### src/rtl/regfile_sb.sv
// rtl/regfile_sb.sv - integer register file with write-back bypass and pending-write scoreboard
module regfile_sb #(
    parameter int XLEN   = 32,
    parameter int NREGS  = 32,
    parameter int ADDR_W = 5,
    parameter int NUM_RD = 2
) (
    input  logic                     clock,
    input  logic                     reset,
    input  logic [NUM_RD*ADDR_W-1:0] rd_addr,
    input  logic [NUM_RD-1:0]        rd_used,
    output logic [NUM_RD*XLEN-1:0]   rd_data,
    output logic [NUM_RD-1:0]        rd_busy,
    output logic                     hazard,
    input  logic                     wr_en,
    input  logic [ADDR_W-1:0]        wr_addr,
    input  logic [XLEN-1:0]          wr_data,
    input  logic                     issue_en,
    input  logic [ADDR_W-1:0]        issue_addr,
    input  logic                     flush,
    output logic [ADDR_W:0]          busy_count
);

    // Register 0 has no storage; entries start at 1.
    logic [XLEN-1:0]  regs_q [1:NREGS-1];
    logic [NREGS-1:1] busy_q;
    logic [NREGS-1:1] busy_d;
    logic [ADDR_W:0]  count_q;
    logic [ADDR_W:0]  count_d;
    logic [NREGS-1:1] wr_sel;
    logic [NREGS-1:1] issue_sel;

    // One-hot decode; addresses 0 and >= NREGS select nothing.
    always_comb begin
        wr_sel    = '0;
        issue_sel = '0;
        for (int r = 1; r < NREGS; r++) begin
            wr_sel[r]    = wr_en && (wr_addr == ADDR_W'(r));
            issue_sel[r] = issue_en && (issue_addr == ADDR_W'(r));
        end
    end

    always_comb begin
        rd_data = '0;
        rd_busy = '0;
        for (int i = 0; i < NUM_RD; i++) begin
            for (int r = 1; r < NREGS; r++) begin
                if (rd_addr[i*ADDR_W +: ADDR_W] == ADDR_W'(r)) begin
                    rd_data[i*XLEN +: XLEN] = wr_sel[r] ? wr_data : regs_q[r];
                    rd_busy[i]              = busy_q[r] && !wr_sel[r];
                end
            end
        end
    end

    assign hazard     = |(rd_busy & rd_used);
    assign busy_count = count_q;

    // A same-edge issue overrides the write-back clear: the newer producer owns the register.
    always_comb begin
        busy_d  = flush ? '0 : ((busy_q & ~wr_sel) | issue_sel);
        count_d = '0;
        for (int r = 1; r < NREGS; r++) begin
            count_d = count_d + {{ADDR_W{1'b0}}, busy_d[r]};
        end
    end

    always_ff @(posedge clock or negedge reset) begin
        if (!reset) begin
            for (int r = 1; r < NREGS; r++) begin
                regs_q[r] <= '0;
            end
        end else begin
            for (int r = 1; r < NREGS; r++) begin
                if (wr_sel[r]) begin
                    regs_q[r] <= wr_data;
                end
            end
        end
    end

    always_ff @(posedge clock or negedge reset) begin
        if (!reset) begin
            busy_q  <= '0;
            count_q <= '0;
        end else begin
            busy_q  <= busy_d;
            count_q <= count_d;
        end
    end

endmodule

### config.mk
export PLATFORM = sky130hd
export DESIGN_NAME = regfile_sb
export DESIGN_NICKNAME = d
export VERILOG_FILES = /design/src/rtl/regfile_sb.sv
export SDC_FILE = /design/constraint.sdc
export NUM_CORES = 2
export LEC_CHECK = 0
export ABC_AREA = 1
export CORE_ASPECT_RATIO = 1.5
export CORE_MARGIN = 5
export CORE_UTILIZATION = 35
export DETAILED_ROUTE_END_ITERATION = 8
export GPL_TIMING_DRIVEN = 0
export PLACE_DENSITY_LB_ADDON = 0.08
export SETUP_SLACK_MARGIN = 0.15
export SLEW_MARGIN = 20
export SYNTH_ARGS = -nofsm -noshare
export SYNTH_HDL_FRONTEND = slang
export SYNTH_SLANG_ARGS = --single-unit
export TNS_END_PERCENT = 1
### constraint.sdc
create_clock -name clock -period 6.5 [get_ports clock]
set_clock_uncertainty 0.15 [all_clocks]
set_input_delay 1.3 -clock clock [delete_from_list [all_inputs] [get_ports clock]]
set_output_delay 1.3 -clock clock [all_outputs]
set_load 0.1 [all_outputs]
# [Word-level counts from Yosys, hierarchy flattened]
# Cells that the tools add are included.
[word_totals] register_bits=1029 word_cells=472 inputBits=59 output_inout_bits=73
[classes] bitwise=4 addsub=30 reduce_logical=125 n_eq_ne=124 muxes=156
[op_table] operator="$mux 32" n=93
[op_table] operator="$eq 5x5->1 const B" n=64
[op_table] operator="$eq 5x4->1 const B" n=32
[op_table] operator="$add 6x1->6" n=25
[op_table] operator="$logic_and 1x1->1" n=93
[op_table] operator="$eq 5x3->1 const B" n=16
[op_table] operator="$mux 1" n=62
[op_table] operator="$eq 5x2->1 const B" n=8
[op_table] operator="$and 31x31->31" n=1
[op_table] operator="$logic_not 1->1" n=31
[op_table] operator="$mux 31" n=1
[op_table] operator="$not 31->31" n=1
[op_table] operator="$or 31x31->31" n=1
[op_table] operator="$eq 5x1->1 const B" n=4
[op_table] operator="$add 5x1->6" n=1
[op_table] operator="$add 4x1->5" n=1
[op_table] operator="$add 3x1->4" n=1
[op_table] operator="$add 2x1->3" n=1
[op_table] operator="$add 1x1->2" n=1
[op_table] operator="$and 2x2->2" n=1
[op_table] operator="$reduce_or 2->1" n=1

# [Longest topological paths before layout]
[depth] ltp_word=37 depth_mapped=28 ltp_nobuf=27

# [Least setup slack after synthesis]
# No wires, ideal clock.
[synth_timing] path_kind="input to register" start="input port wr_addr[2]" end="register count_q[4], in the netlist busy_count[4]" stages=26 setup_time_ns=0.080 path_buffers=2 path_slack_ns=-0.488 t_arrival_ns=6.758 required_ns=6.270 cell_sequence="buf_2 nor2_2 inv_2 nor2_1 inv_2 nor2_1 clkinv_1 clkbuf_1 nand2_1 a21oi_1 inv_1 fa_1 fa_1 inv_1 fa_1 inv_1 fa_1 fa_1 fa_1 inv_1 fa_1 fa_1 a21oi_1 nor2_1 nor2_1 xnor2_1"
[synth_via] elab_cells_between_ends=96 classes_between="add/sub: 30; eq/ne: 31; mux: 1; bitwise: 3; reduce/logical: 31"
[synth_lines] item="start, declared" line_no="16" rtl="input logic [ADDR_W-1:0] wr_addr,"
[synth_lines] item="$eq 5x5->1" line_no="38" rtl="wr_sel[r] = wr_en && (wr_addr == ADDR_W'(r));"
[synth_lines] item="$logic_and 1x1->1" line_no="38"
[synth_lines] item="$not 31->31" line_no="61" rtl="busy_d = flush ? '0 : ((busy_q & ~wr_sel) | issue_sel);"
[synth_lines] item="$and 31x31->31" line_no="61"
[synth_lines] item="$or 31x31->31" line_no="61"
[synth_lines] item="$mux 31" line_no="61"
[synth_lines] item="via busy_d, one bit" line_no="27" rtl="logic [NREGS-1:1] busy_d;"
[synth_lines] item="$add 6x1->6 (6 in a row)" line_no="64" rtl="count_d = count_d + {{ADDR_W{1'b0}}, busy_d[r]};"
[synth_lines] item="via count_d[4]" line_no="29" rtl="logic [ADDR_W:0] count_d;"
[synth_lines] item="end signal, assigned" line_no="88" rtl="count_q <= count_d;"
[synth_lines] item="end, declared" line_no="28" rtl="logic [ADDR_W:0] count_q;"
# The timed path passes the listed nets, and every way through them passes these cells.

# [Worst setup path after layout]
[layout_timing] start="input port wr_data[27]" end="output port rd_data[27]"
[layout_via] elab_chain_len=32 elab_cells_between_ends=62 classes_between="mux: 62"
[layout_rtl] item="start, declared" line_no="17" rtl="input logic [XLEN-1:0] wr_data,"
[layout_rtl] item="$mux 32"
[layout_rtl] item="$mux 32 (30 in a row)" line_no="48" rtl="if (rd_addr[i*ADDR_W +: ADDR_W] == ADDR_W'(r)) begin"
[layout_rtl] item="$mux 32 *" line_no="48"
[layout_rtl] item="end, declared" line_no="12" rtl="output logic [NUM_RD*XLEN-1:0] rd_data,"
# Mark *: on every way between the ends. The rest lies on a longest branch, timed or not.

==> metrics <==
status=finished with violations; failing checks=negative setup slack; Power Density=293 nW/um2; Vias/cell=5.58; clock buffer count from CTS=115; Worst EP required=5.05 ns; cell count after synthesis=7970; Max Buffers Root-to-Sink=3; peak supply drop=0.000223 V; syn_area_per_cell=6.99 um2; syn_nets=8059; 1st-iter DRT viols=6787; Max Transition Viols Final=0; RSZ-0062 raised after global routing=yes; Worst Tran Pin Value=1.25 ns; HPWL Detailed=244 mm; Vias=58640; Die W=336 um; layout net count=8417; met2 usage=0.615; share of layout cells above drive strength 1=0.123; Yosys reg bits=1029; Seq/Total Area, Yosys=0.462; H-Tree Level Count=3; clk root buf=clkbuf_16; Worst-path clk slew=0.06 ns; # clock sinks=1029; fmax=0.131 GHz; DR WL/cell=31.0 um; Layout fillers=17071; CP endpoint kind=output pin; maxcap violations=0; total global-route track usage=0.378; Remaining DRCs=0; WL final=326 mm; Post-synth ARST share=1.00; CTS tree=done; final count of hold timing violations=0; critical path launch point type=input port; IO Port Bufs=127; first-pass GRT wire length=443 mm; Top Ports=132; die height=499 um; Tcrit/Tclk final=1.18; PnR worst setup slack=-1.16 ns; Global Route met1 Usage=0.435; ys flop type=dfrtp_1; Leak=0.0309 uW; number of flops mapped to enable cells by yosys=0; Area Growth Syn to Fin=18.8%; vias in the first global route=55843; total power=19400 uW; Slew headroom=0.167; Yosys warnings=0; routing usage on met3=0.0636; initial antenna violation count=34; Final Util=0.418; worst-path maximum fanout=5; Arr. time, crit path=6.21 ns; num rows=179; remaining global-route overflow=0; kind of critical path=in2out; full die area=168000 um2; Hold WC Path Type=in2async; Hold-fix buffers, CTS=0; GRT busiest layer=met2; Initial Util=0.352; Synth Cell Area=55700 um2; Post-DRT Antenna Nets=0; First-pass DRT Iterations=6; routability cong.=1.00; clock latency at the later pin of the worst-skew pair=0.78 ns; largest net degree at the start of global routing=127; area of the multi-input gates=26000 um2; storage element area=25700 um2; Final Critical Period=7.66 ns; core area=159000 um2; Yosys cell types=36; Setup Viol. Count Final=72
report_power, final:
group	switching (uW)	internal [uW]
clock network	3000	3910
registers	309	7570
logic	3470	1130
total	6770	12600
state kept, by name (all words and copies together) (netlist names):
signal,flops
busy_count,6
regs_q,992
busy_q,31
worst paths after layout:
check / startpoint / endpoint / slack [ns] / cells past startpoint
hold reg to reg: regs_q[506]$_DFF_PN0_ / regs_q[506]$_DFF_PN0_ / 0.34 / 2
setup / recovery: wr_data[27] / rd_data[27] / -1.16 / 21
max in group asynchronous: reset / regs_q[474]$_DFF_PN0_ / 3.52 / 5
setup reg to reg: busy_q[8]$_DFF_PN0_ / busy_count[4]$_DFF_PN0_ / 1.15 / 16
min in group clock: regs_q[506]$_DFF_PN0_ / regs_q[506]$_DFF_PN0_ / 0.34 / 2
hold / removal: reset / regs_q[944]$_DFF_PN0_ / 0.21 / 1
cell usage in the layout (no fill, tap or decap), types with 27 or more instances in the layout:
cell type,instances
a21oi_1,49
buf_2,27
buf_4,135
clkbuf_1,349
clkbuf_16,120
clkbuf_2,80
clkbuf_4,36
clkbuf_8,51
dfrtp_1,1029
inv_1,765
nand2_1,3139
nand2_2,54
nand3_1,190
nand4_1,359
nor2_1,273
nor2_2,79
nor2_4,41
o21a_1,46
o21ai_0,956
o21ai_1,90
or2_2,201
through the flow:
step                cells  area (um2)  hold slack, ns  setup WS, ns  TNS, ns
detailed placement  10201       60300           0.333         -3.32  -202.45
global route        10496       66200           0.217         -1.04   -57.79
floorplan            7970       55900           0.311       -0.0619  -0.0619
finish              10509       66200           0.207         -1.16   -61.22
CTS                 10487       66000           0.169         -1.04   -56.89
global placement    10178       59700           0.324        -47.75        -
worst max-delay path, stage by stage:
cell and delay, ns:
dlygate4sd2_1 0.59, clkinvlp_4 0.20, buf_4 0.19, o21ai_0 0.17, nand2_1 0.10, nand3_1 0.19
a21oi_2 0.30, nand4_1 0.21, nand2_1 0.14, nand4_1 0.37, nand2_1 0.18, nand4_1 0.17
nor2_2 0.27, nand4_1 0.30, nand2_1 0.21, nand4_1 0.22, nand2_1 0.20, nand4_1 0.17
nor2_2 0.22, nand4_1 0.14, buf_2 0.32
layer usage:
| metal | up-vias | share of wire |
|---|---|---|
| li1 | 25862 | - |
| met1 | 28994 | 0.36 |
| met2 | 2908 | 0.47 |
| met3 | 874 | 0.071 |
| met4 | 2 | 0.10 |
| met5 | - | 0.000040 |
Yosys cell counts (7+ instances only):
| cell type | n | area, um2 |
|---|---|---|
| a21oi_1 | 71 | 355 |
| fa_1 | 23 | 460 |
| ha_1 | 7 | 87.6 |
| buf_2 | 20 | 100 |
| nand2_1 | 3195 | 12000 |
| nor3_1 | 29 | 145 |
| or2_2 | 201 | 1260 |
| inv_1 | 791 | 2970 |
| clkinv_1 | 15 | 56.3 |
| nand4_1 | 359 | 2250 |
| nand3_1 | 203 | 1020 |
| o21ai_1 | 79 | 395 |
| dfrtp_1 | 1029 | 25700 |
| o211ai_1 | 22 | 165 |
| or2_1 | 8 | 50.1 |
| o21a_1 | 46 | 345 |
| o21ai_0 | 968 | 4840 |
| nor2_1 | 386 | 1450 |
| clkbuf_1 | 459 | 1720 |
| inv_2 | 20 | 75.1 |
logic make-up after synthesis:
group / share of synthesized area
AO/OA/AOI/OAI: 0.110
flip-flops: 0.462
AND/OR/NAND/NOR: 0.328
XOR/XNOR: 0.000471
adder cells (fa/ha/maj): 0.00983
buffers and inverters: 0.0890
area by class of cell:
type	count	area share
antenna	16	0.000605
buffer	487	0.0362
clock buffer	175	0.0529
clock inverter	26	0.00450
inverter	826	0.0486
multi-input combinational	5629	0.393
sequential	1029	0.389
tap	2081	0.0393
timing repair buffer	240	0.0357
what timing repair did:
item / in CTS / in global routing
gates resized for setup: 891 / 90
setup endpoints to repair: 73 / 73
pin swaps: 79 / 64
setup buffers: 84 / 6
gates cloned: 1 / 0
(Power assumes the default switching activity.)
